--- src/rtl/rr_mux_n_pkg.sv ---
// mux_pkg: shared types and helpers for the rr_mux_n multiplexer slice.
//   mux_mode_t   - channel selection mode encoding (3 is reserved, treated as MODE_RR)
//   rr_ptr_reset - round-robin pointer value after reset, so channel 0 is searched first
package mux_pkg;

    typedef enum logic [1:0] {
        MODE_RR    = 2'd0,
        MODE_PRIO  = 2'd1,
        MODE_FORCE = 2'd2
    } mux_mode_t;

    // Search starts at ptr+1, so parking the pointer on N-1 makes channel 0 first.
    function automatic int unsigned rr_ptr_reset(input int unsigned n);
        return n - 1;
    endfunction

endpackage

--- src/rtl/rr_mux_n_arbiter.sv ---
// rr_arbiter: purely combinational grant selection for rr_mux_n.
//   req     [N]  per-channel request
//   ptr     [SW] last round-robin winner; the search starts at (ptr+1) mod N
//   mode    [2]  0/3 round-robin, 1 fixed priority, 2 forced select
//   sel     [SW] forced channel index (no grant if sel >= N)
//   grant   [N]  one-hot grant, or zero
//   gnt_idx [SW] index of the granted channel (0 when gnt_any=0)
//   gnt_any      any channel granted
import mux_pkg::*;

module rr_arbiter #(
    parameter int N = 4,
    localparam int SW = $clog2(N)
) (
    input  logic [N-1:0]  req,
    input  logic [SW-1:0] ptr,
    input  logic [1:0]    mode,
    input  logic [SW-1:0] sel,
    output logic [N-1:0]  grant,
    output logic [SW-1:0] gnt_idx,
    output logic          gnt_any
);

    int unsigned idx;

    always_comb begin
        grant   = '0;
        gnt_idx = '0;
        gnt_any = 1'b0;
        idx     = 0;
        case (mode)
            MODE_PRIO: begin
                for (int unsigned i = 0; i < N; i++) begin
                    if (!gnt_any && req[i]) begin
                        gnt_any = 1'b1;
                        gnt_idx = SW'(i);
                    end
                end
            end
            MODE_FORCE: begin
                // Matching sel against each legal index means sel >= N never grants.
                for (int unsigned i = 0; i < N; i++) begin
                    if (SW'(i) == sel && req[i]) begin
                        gnt_any = 1'b1;
                        gnt_idx = SW'(i);
                    end
                end
            end
            default: begin
                // Offsets 1..N from ptr; modulo keeps the wrap correct for any N.
                for (int unsigned k = 1; k <= N; k++) begin
                    idx = (32'(ptr) + k) % unsigned'(N);
                    if (!gnt_any && req[idx]) begin
                        gnt_any = 1'b1;
                        gnt_idx = SW'(idx);
                    end
                end
            end
        endcase
        if (gnt_any) begin
            grant[gnt_idx] = 1'b1;
        end
    end

endmodule

--- src/rtl/rr_mux_n.sv ---
// rr_mux_n: N-channel, W-bit registered multiplexer with valid/ready handshake.
//   clk, rst       rising-edge clock, synchronous active-high reset
//   mode [2]       0/3 round-robin, 1 fixed priority, 2 forced select
//   sel  [SW]      channel used in forced mode
//   in_data [N][W] per-channel data; in_valid/in_ready per-channel handshake
//   out_data [W]   registered selected word; out_valid/out_ready consumer handshake
//   out_sel [SW]   channel that supplied out_data
import mux_pkg::*;

module rr_mux_n #(
    parameter int N = 4,
    parameter int W = 8,
    localparam int SW = $clog2(N)
) (
    input  logic          clk,
    input  logic          rst,
    input  logic [1:0]    mode,
    input  logic [SW-1:0] sel,
    input  logic [W-1:0]  in_data [N],
    input  logic [N-1:0]  in_valid,
    output logic [N-1:0]  in_ready,
    output logic [W-1:0]  out_data,
    output logic          out_valid,
    output logic [SW-1:0] out_sel,
    input  logic          out_ready
);

    logic [SW-1:0] ptr;
    logic [N-1:0]  grant;
    logic [SW-1:0] gnt_idx;
    logic          gnt_any;
    logic          load;
    logic          xfer;
    logic          rr_mode;

    rr_arbiter #(.N(N)) u_arb (
        .req     (in_valid),
        .ptr     (ptr),
        .mode    (mode),
        .sel     (sel),
        .grant   (grant),
        .gnt_idx (gnt_idx),
        .gnt_any (gnt_any)
    );

    // Register is free when empty or being drained this cycle: full throughput.
    assign load     = ~out_valid | out_ready;
    assign in_ready = (load && !rst) ? grant : '0;
    // A grant only exists for a valid requester, so this is the transfer strobe.
    assign xfer     = load & gnt_any & ~rst;
    assign rr_mode  = (mode != MODE_PRIO) && (mode != MODE_FORCE);

    always_ff @(posedge clk) begin
        if (rst) begin
            out_valid <= 1'b0;
            out_data  <= '0;
            out_sel   <= '0;
            ptr       <= SW'(rr_ptr_reset(N));
        end else if (xfer) begin
            out_data  <= in_data[gnt_idx];
            out_sel   <= gnt_idx;
            out_valid <= 1'b1;
            if (rr_mode) begin
                ptr <= gnt_idx;
            end
        end else if (out_ready) begin
            out_valid <= 1'b0;
        end
    end

endmodule

--- config.mk ---
export PLATFORM = sky130hd
export DESIGN_NAME = rr_mux_n
export DESIGN_NICKNAME = d
export VERILOG_FILES = /design/src/rtl/rr_mux_n_pkg.sv /design/src/rtl/rr_mux_n_arbiter.sv /design/src/rtl/rr_mux_n.sv
export SDC_FILE = /design/constraint.sdc
export NUM_CORES = 1
export LEC_CHECK = 0
export CORE_ASPECT_RATIO = 1.1
export CORE_MARGIN = 10
export CORE_UTILIZATION = 45
export CTS_BUF_LIST = sky130_fd_sc_hd__clkbuf_2
export DETAILED_ROUTE_END_ITERATION = 12
export GPL_ROUTABILITY_DRIVEN = 0
export GPL_TIMING_DRIVEN = 0
export HOLD_SLACK_MARGIN = 0.08
export PLACE_DENSITY = 0.86
export SETUP_SLACK_MARGIN = 0.2
export SLEW_MARGIN = 20
export SYNTH_ARGS = -nofsm -noshare
export SYNTH_HDL_FRONTEND = slang
export SYNTH_SLANG_ARGS = --single-unit
--- constraint.sdc ---
create_clock -name clk -period 5.6 [get_ports clk]
set_input_delay 0.56 -clock clk [delete_from_list [all_inputs] [get_ports clk]]
set_output_delay 0.56 -clock clk [all_outputs]
set_load 0.01 [all_outputs]
==> results.md <==
- The run finished with clean final reports.
- The number of max-slew violations in the final report is 0.
- The average wire per cell in the routed design is roughly 18 µm.
- The number of port buffers is between 50 and 60.
- By instance count, the cell type seen most on the critical path is sky130_fd_sc_hd__clkdlybuf4s50_1.
- The number of hold buffers added after CTS is 0.
- The power density over the cells is 198.9 nW/µm².
- When the netlist entered floorplanning its net count stood at 180.
- In this run, synthesis inferred 0 flip-flops with an integrated enable.
- At the pin with the least slew margin, the transition time is 0.5740 ns.
- The cell row count is 19.
- The remaining global-route overflow is 0.
- The maximum cell stage delay along the critical path is between 0.5 and 0.6 ns.
- The library cell used most frequently in the layout, excluding fill and tap cells, is sky130_fd_sc_hd__clkdlybuf4s50_1.
- The synthesized cell area is between 1000 and 1500 µm².
- In this run the number of H-tree levels came out at 1.
- The pin count of the biggest net entering global routing is 11.
- TritonCTS built the clock tree.
- The number of instances in the synthesized netlist is 135.
- The setup TNS is 0 ns.
- The number of warnings reported in the yosys synthesis log is 0.
- The clock sink total is 13.
- For this block, the routed nets add up to 4134 µm of wire.
- The first global-routing pass estimated between 6000 and 7000 µm of wire.
- The area of all sequential standard cells is roughly 260 µm².
- The post-route clock period utilization is 0.6772.
- The overall die height is 74.08 µm.
- Once the clock tree was built, the setup fixing pass inserted 0 buffers.
- By area the synthesized netlist is led by sky130_fd_sc_hd__dfxtp_1, sky130_fd_sc_hd__mux2i_1, sky130_fd_sc_hd__a2111oi_2, sky130_fd_sc_hd__a221oi_2, sky130_fd_sc_hd__nand2b_1.
- The first detailed-routing pass ran for 4 iterations.
- For this run, the register share of the synthesized area comes to 0.2176.
- The vias after detailed routing is 1,294.
- The detail route stage leaves a number of antenna-violating nets equal to 0.
- The number of setup violations in the final report is 0.
- The tightest hold path in the finished design has a slack of 0.4632 ns.
- The time the worst path needs with I/O delays and setup is 3.793 ns.
- The area growth from synthesis to final layout is 51.78%.
- Once routing completed, OpenROAD measured the worst setup slack at about 1.8 ns.
- The critical path in this run is classified as in2out.
- STA classifies the critical path endpoint as an output pin.
- The number of distinct standard cells referenced by the synthesized netlist is just over 40.
- The hold violation total from the final report is 0.
- The maximum buffer depth of the clock tree is 2.
- The maximum fanout along the worst path is 7.
- The normalized max-slew margin is 0.6119.
- The post-placement worst setup slack is 1.822 ns.
- The layout has 214 filler cells.
- The core area is 2520 µm².
- In this run, the number of DRC markers left after iteration 0 of detailed routing was 69.
- The repair_antennas step left the layout with diodes totalling 0.
- The number of gates resized after CTS was 0.
- For this configuration, the core starts out at a cell density of 0.4747.
- The number of primary I/O pins is 58.
- In the global route stage, overall resource usage came out at 0.1627.
- For this run, asynchronously set or reset flops after synthesis account for 0.
- The path class of the tightest hold or removal check is reg2reg.
- The synthesized design spends more area on one cell type than any other, namely sky130_fd_sc_hd__dfxtp_1.
- Of the post-synthesis cell area, the dominant cell type holds 0.2176.
- The clock tree skew after final layout is 0.004250 ns.
- The synthesized design contains 13 register bits.
- The clock input transition at the sequential cells of the worst setup and hold paths is 0.14 ns.
- The remaining design rule violation count is 0.
- Setup repair after global routing left no endpoint under its margin.
- The HPWL after detailed placement is 3345 µm.
- In this run the horizontal extent of the chip is between 60 and 70 µm.
- The number of nets at the end of the flow is 241.
- Clock tree synthesis inserted a total of 3 buffers.
- The initial antenna violation count is 0.
- The number of vias per cell is 5.726.
- The cell type of the slowest stage on the worst timing path is sky130_fd_sc_hd__nor4b_1.
- Counting both buffers and inverters, the worst setup path holds a total of 3.
- The required time of the critical path is 5.04 ns.
- The dominant delay contributor by cell family on the critical path is simple AND/OR/NAND/NOR gates.
- Derived from the worst setup path, the maximum achievable clock frequency is about 260 MHz.
- For the worst-skew pair, the clock arrives at the later sink with an insertion delay of 0.29 ns.
- In the final layout, the share of cells above drive strength 1 is 0.1897.
- The worst endpoint data arrival time is about 3.2 ns.
- Each instance of the synthesized netlist takes up on average 8.860 µm².
- For this design the static power due to leakage is 0.7023 nW.
- Traced cell by cell, the critical path runs through clkdlybuf4s50_1, inv_1, ha_1, nor4b_1, o31ai_4, or3_1, nor2_1, clkdlybuf4s50_1.
- Among all flip-flop cells after synthesis, the most frequent one is sky130_fd_sc_hd__dfxtp_1.
- The area of the die is 5123 µm².
- The highest ir drop seen on vdd is about 0.00013 V.
- The tool flagged a number of max-cap violations equal to 0.
- The launching element type of the critical path is an input pin.
- In the layout the commonest cells are sky130_fd_sc_hd__clkdlybuf4s50_1, sky130_fd_sc_hd__nor2_1, sky130_fd_sc_hd__dfxtp_1.
- CTS placed an instance of sky130_fd_sc_hd__clkbuf_2 at the clock tree root.
- The total area of multi-input combinational cells is 833.3 µm².
- The via count of the first global-routing pass was 1,337.
## power breakdown
group	total, W	internal [W]	switching, W
clock network	0.0000513	0.0000161	0.0000352
registers	0.000117	0.000108	0.00000916
logic	0.000193	0.000102	0.0000911
## cells in the mapped netlist, types with 2 or more instances
cell,instances
sky130_fd_sc_hd__buf_6,3
sky130_fd_sc_hd__o21ai_0,3
sky130_fd_sc_hd__dfxtp_1,13
sky130_fd_sc_hd__and3_1,2
sky130_fd_sc_hd__nor2b_1,3
sky130_fd_sc_hd__nand3_1,3
sky130_fd_sc_hd__inv_1,3
sky130_fd_sc_hd__buf_4,3
sky130_fd_sc_hd__buf_2,4
sky130_fd_sc_hd__nor2_1,14
sky130_fd_sc_hd__ha_1,2
sky130_fd_sc_hd__nand2b_1,12
sky130_fd_sc_hd__a21oi_1,4
sky130_fd_sc_hd__nand2_1,12
sky130_fd_sc_hd__a221oi_2,8
sky130_fd_sc_hd__mux2i_1,12
sky130_fd_sc_hd__inv_2,3
sky130_fd_sc_hd__a2111oi_2,8
## sequential cells by signal, summed over array words and instances (netlist names)
signal / flops
out_data: 8
out_sel: 2
out_valid: 1
ptr: 2
## final cells by class
cell class                      instances  area share
Tap cell                               31     0.02136
Clock buffer                            3    0.008270
Timing Repair Buffer                   56      0.3088
Sequential cell                        13      0.1433
Buffer                                 11     0.04411
Inverter                                6     0.01241
Multi-Input combinational cell        105      0.4590
Clock inverter                          1    0.002757
## per-layer routing
layer | part of all wire | track usage | vias to the layer above
met1 | 0.46 | 0.1918 | 604
met3 | 0.081 | 0.04654 | 6
met5 | 0 | 0 | -
met2 | 0.44 | 0.2795 | 67
met4 | 0.015 | 0.05369 | 0
li1 | - | - | 617
## worst paths after layout
path	startpoint	end	slack, ns	cells past startpoint
hold reg to reg	out_sel[1]$_SDFFE_PP0P_	out_sel[1]$_SDFFE_PP0P_	0.46	2
setup / recovery	mode[0]	in_ready[3]	1.81	8
hold / removal	out_sel[1]$_SDFFE_PP0P_	out_sel[1]$_SDFFE_PP0P_	0.46	2
setup reg to reg	ptr[0]$_SDFFE_PP1P_	out_data[7]$_SDFFE_PP0P_	3.46	10
## worst register-to-register path, stage by stage (launching register included)
cell and delay [ns]:
sky130_fd_sc_hd__dfxtp_1 0.32, sky130_fd_sc_hd__buf_2 0.16, sky130_fd_sc_hd__o21ai_1 0.08, sky130_fd_sc_hd__a21boi_1 0.09
sky130_fd_sc_hd__o31a_1 0.24, sky130_fd_sc_hd__buf_4 0.17, sky130_fd_sc_hd__or2_0 0.20, sky130_fd_sc_hd__buf_4 0.19
sky130_fd_sc_hd__buf_6 0.17, sky130_fd_sc_hd__mux2i_1 0.16, sky130_fd_sc_hd__a221oi_2 0.28
## cell families after synthesis
group	synth area share
AND/OR/NAND/NOR	0.2280
AO/OA/AOI/OAI	0.3379
buffers and inverters	0.08577
multiplexers	0.1098
flip-flops	0.2176
adder cells (fa/ha/maj)	0.02092
## per-stage QoR
stage | util | power, W | cells | area, µm²
4_1_cts | 0.7205 | 0.0003632 | 226 | 1815
3_3_place_gp | 0.7125 | 0.0003041 | 222 | 1795
5_1_grt | 0.7205 | 0.0003817 | 226 | 1815
6_report | 0.7205 | 0.0003611 | 226 | 1815
3_5_place_dp | 0.7125 | 0.0003119 | 222 | 1795
2_1_floorplan | - | 0.0002259 | 135 | 1196
Note: power is estimated with default switching activity, not from simulation.
